### src/rtl/muldiv_sequencer.sv
// Sequences the shared mult/div units: start pulse, wait for stop/divzero, then HI/LO write or exception.
// Request to start pulse: 1 cycle; write lands k+2 cycles after the request; busy stalls the control FSM meanwhile.
module muldiv_sequencer #(
   parameter int MULT_TIMEOUT = 40,
   parameter int DIV_TIMEOUT  = 40,
   parameter int CNT_W        = 6
) (
   input  logic clock,
   input  logic reset,
   input  logic reqmult,
   input  logic reqdiv,
   input  logic stopmult,
   input  logic divstop,
   input  logic divzero,
   output logic startmult,
   output logic startdiv,
   output logic divmultmux,
   output logic reghighw,
   output logic regloww,
   output logic busy,
   output logic mddone,
   output logic excdivzero,
   output logic exctimeout
);

   typedef enum logic [2:0] {
      IDLE   = 3'd0,
      MSTART = 3'd1,
      MWAIT  = 3'd2,
      DSTART = 3'd3,
      DWAIT  = 3'd4,
      WB     = 3'd5,
      EXC    = 3'd6
   } state_t;

   localparam logic [CNT_W-1:0] MULT_LAST = CNT_W'(MULT_TIMEOUT - 1);
   localparam logic [CNT_W-1:0] DIV_LAST  = CNT_W'(DIV_TIMEOUT - 1);
   localparam logic [CNT_W-1:0] CNT_MAX   = {CNT_W{1'b1}};

   state_t           state;
   logic [CNT_W-1:0] cnt;

   // Outputs are registered alongside the state they belong to, so pulses are set on entry.
   always_ff @(posedge clock or posedge reset) begin
      if (reset) begin
         state      <= IDLE;
         cnt        <= '0;
         startmult  <= 1'b0;
         startdiv   <= 1'b0;
         divmultmux <= 1'b0;
         reghighw   <= 1'b0;
         regloww    <= 1'b0;
         busy       <= 1'b0;
         mddone     <= 1'b0;
         excdivzero <= 1'b0;
         exctimeout <= 1'b0;
      end else begin
         startmult  <= 1'b0;
         startdiv   <= 1'b0;
         reghighw   <= 1'b0;
         regloww    <= 1'b0;
         mddone     <= 1'b0;
         excdivzero <= 1'b0;
         exctimeout <= 1'b0;
         case (state)
            IDLE: begin
               if (reqmult) begin
                  state      <= MSTART;
                  startmult  <= 1'b1;
                  divmultmux <= 1'b1;
                  busy       <= 1'b1;
               end else if (reqdiv) begin
                  state      <= DSTART;
                  startdiv   <= 1'b1;
                  divmultmux <= 1'b0;
                  busy       <= 1'b1;
               end
            end
            MSTART: begin
               state <= MWAIT;
               cnt   <= '0;
            end
            MWAIT: begin
               if (stopmult) begin
                  state    <= WB;
                  reghighw <= 1'b1;
                  regloww  <= 1'b1;
                  mddone   <= 1'b1;
               end else if (cnt == MULT_LAST) begin
                  state      <= EXC;
                  exctimeout <= 1'b1;
               end else if (cnt != CNT_MAX) begin
                  cnt <= cnt + 1'b1;
               end
            end
            DSTART: begin
               // A zero divisor can be flagged as soon as the divider sees its start pulse.
               if (divzero) begin
                  state      <= EXC;
                  excdivzero <= 1'b1;
               end else begin
                  state <= DWAIT;
                  cnt   <= '0;
               end
            end
            DWAIT: begin
               if (divzero) begin
                  state      <= EXC;
                  excdivzero <= 1'b1;
               end else if (divstop) begin
                  state    <= WB;
                  reghighw <= 1'b1;
                  regloww  <= 1'b1;
                  mddone   <= 1'b1;
               end else if (cnt == DIV_LAST) begin
                  state      <= EXC;
                  exctimeout <= 1'b1;
               end else if (cnt != CNT_MAX) begin
                  cnt <= cnt + 1'b1;
               end
            end
            WB, EXC: begin
               state <= IDLE;
               busy  <= 1'b0;
            end
            default: begin
               state <= IDLE;
               busy  <= 1'b0;
            end
         endcase
      end
   end

endmodule

### config.mk
export PLATFORM = sky130hd
export DESIGN_NAME = muldiv_sequencer
export DESIGN_NICKNAME = d
export VERILOG_FILES = /design/src/rtl/muldiv_sequencer.sv
export SDC_FILE = /design/constraint.sdc
export NUM_CORES = 1
export LEC_CHECK = 0
export CAP_MARGIN = 20
export CORE_UTILIZATION = 50
export DETAILED_ROUTE_END_ITERATION = 10
export DONT_BUFFER_PORTS = 1
export PLACE_DENSITY = 0.69
export SLEW_MARGIN = 20
export SYNTH_ARGS = -nofsm -noshare
export SYNTH_HDL_FRONTEND = slang
export SYNTH_SLANG_ARGS = --single-unit
export TNS_END_PERCENT = 1
### constraint.sdc
create_clock -name clock -period 2.6 [get_ports clock]
set_input_delay 0.39 -clock clock [delete_from_list [all_inputs] [get_ports clock]]
set_output_delay 0.39 -clock clock [all_outputs]
set_load 0.01 [all_outputs]
==> metrics.txt <==
Pwr per Cell Area 1077 nW/µm²; overall power 0.9761 mW; mapped cell area 888.4 µm²; CTS clock-pin slew for the worst setup and hold paths 0.10 ns; TritonCTS clock tree yes; initial antenna violation count 0; worst endpoint required time 2.78 ns; Synth Area in Adders 0.01408; post-synthesis mux area share 0.01127; min Tclk post-route 1.996 ns; Max Transition Viols Final 0; routed wire length 1.700 mm; GRT Util Overall 0.2031; vias in the first global route 675; f_max 501.1 MHz; via count 715; crit path capture type register; drt initial violations 15; Port-buffer cells 0; core area 1577 µm²; largest family of logic cells by synthesized area simple AND/OR/NAND/NOR gates; Horiz. Die Dim 44.15 µm; run status finished with violations; Ports 16; Final TNS setup 0 ns; Post-CTS Repair Setup Buffers 0; largest area contributor in the netlist dfrtp_1; Synth Area per Inst 9.451 µm²; post-synth cell types 40; TritonCTS Sinks 16; drt first pass iters 7; skew final 0.006257 ns; nets 101; Finished Cell Area 905.9 µm²; Post-DP Area 869.6 µm²; hold_buf cts 0; Worst VDD drop 720.8 µV; cell row count 14; HPWL after detailed placement 1.224 mm; WL per Instance 15.74 µm; R2R depth 4; worst skew pair latency 0.28 ns; Max Cap Viol 0; Num CTS Buffers 3; Simple-Gate Fraction of Synth Area 0.2493; critical setup path kind reg -> reg; Post-Synthesis Net Count 102; Tightest Hold Check Type in -> async; layout cells sized above 1 0.07609; largest net degree at the start of global routing 20; drt drc 1; CTS max path bufs 2; initial core utilization 0.5635; Post-Synth XOR/XNOR Area 0.009859; worst-margin pin slew 0.5895 ns; Syn Inst Count 94; Final Wtd Congestion 0.8147; crit path launch type register; H-tree levels 1; first-pass GRT wire length 2.939 mm; post-route ant nets 0; EDFF count, synth 0; Hold Fails Final Rpt 0; asr flop ratio synth 1.000; period utilization 0.7675; Synth Register Bits 16; slew margin rel. 0.6066; die area 1949 µm²; top_reg_cell synth dfrtp_1; crit-path max FO 19; chip height 44.15 µm; Arr. time, crit path 2.17 ns; setup violators final 0; Ys Warns 0; Post-CTS Resized 0; grt total ovfl 0; Diodes inserted 0; ranking of synthesized cells by area dfrtp_1 (45%), nand2_1 (3.8%), a21oi_1 (2.8%); Seq/Total Area, Yosys 0.4507; via/cell ratio 6.620; Compound-Gate Fraction of Synth Area 0.2042; violated checks design-rule violations; leakage 0.4168 nW; CTS root buffer clkbuf_4; Synth top area share 0.4507; area delta synth->final 1.972%; RSZ-0062 raised after global routing no
routing by layer:
layer / part of all wire / global-route usage / wire length [µm] / up-vias
met5: 0 / 0 / 0 / -
met1: 0.48 / 0.2842 / 823 / 341
met3: 0.056 / 0.04898 / 95 / 2
met2: 0.45 / 0.2853 / 762 / 33
met4: 0.011 / 0.1152 / 19 / 0
li1: - / - / - / 339
flip-flops by register name, indices dropped and copies added (netlist names):
register	flops
cnt	6
divmultmux	1
busy	1
startmult	1
excdivzero	1
exctimeout	1
mddone	1
startdiv	1
state	3
report_power, final:
group / total [mW] / internal (mW) / switching [mW]
clock network: 0.162 / 0.0851 / 0.0772
logic: 0.351 / 0.165 / 0.186
registers: 0.463 / 0.322 / 0.141
cell usage in the layout, fill, tap and decap left out, drive strengths merged, types with 2 or more instances in the layout:
cell     n
and2     2
or4b     2
a41oi    2
nand3    2
a21o     2
a21oi    5
dfrtp   16
nor2b    2
a31oi    3
nand2b   3
inv      4
nand2    9
nor2     6
clkbuf   4
o21ai    6
and3     4
through the flow:
step | setup slack, ns | util | hold WS (ns) | instances
2_1_floorplan | 0.8400 | - | 0.3037 | 94
3_3_place_gp | 0.6710 | 0.5516 | 0.3769 | 104
3_5_place_dp | 0.6289 | 0.5516 | 0.3818 | 104
6_report | 0.6045 | 0.5746 | 0.04546 | 108
5_1_grt | 0.5002 | 0.5746 | 0.08599 | 108
4_1_cts | 0.6081 | 0.5746 | 0.07140 | 108
final timing paths:
check                              start    endpoint  slack, ns
worst max register to register  state[0]      cnt[4]       0.60
worst max-delay path            state[0]      cnt[4]       0.60
worst min register to register    cnt[5]      cnt[5]       0.50
worst min-delay path               reset  exctimeout       0.05
max in group asynchronous          reset    state[1]       2.16
min in group clock               reqmult    startdiv       0.17
final cells by class:
type,count,area [µm²]
Clock buffer,4,36.28
Fill cell,143,670.6
Inverter,4,15.01
Multi-Input combinational cell,68,434.2
Sequential cell,16,400.4
Tap cell,16,20.02
synthesized netlist by cell type, types with 2 or more instances:
library cell  number
and2_1             2
nand3_1            2
inv_1              4
nor2_1             6
a21o_1             2
and3_1             4
nand2b_1           3
a21oi_1            5
dfrtp_1           16
buf_4              2
nor2b_1            2
nand2_1            9
a41oi_1            2
o21ai_0            5
clkbuf_1           2
or4b_1             2
a31oi_1            3
logic make-up after synthesis:
logic type,count (synthesis)
AND/OR/NAND/NOR,39
AO/OA/AOI/OAI,26
flip-flops,16
buffers and inverters,10
XOR/XNOR,1
multiplexers,1
adder cells (fa/ha/maj),1
worst max-delay path, cell delays in order (launching register included):
cell and delay (ns):
dfrtp_1 0.59, or4b_1 0.58, a21o_1 0.21, o2bb2ai_2 0.15, a221o_1 0.36
Note: power is estimated with default switching activity, not from simulation.
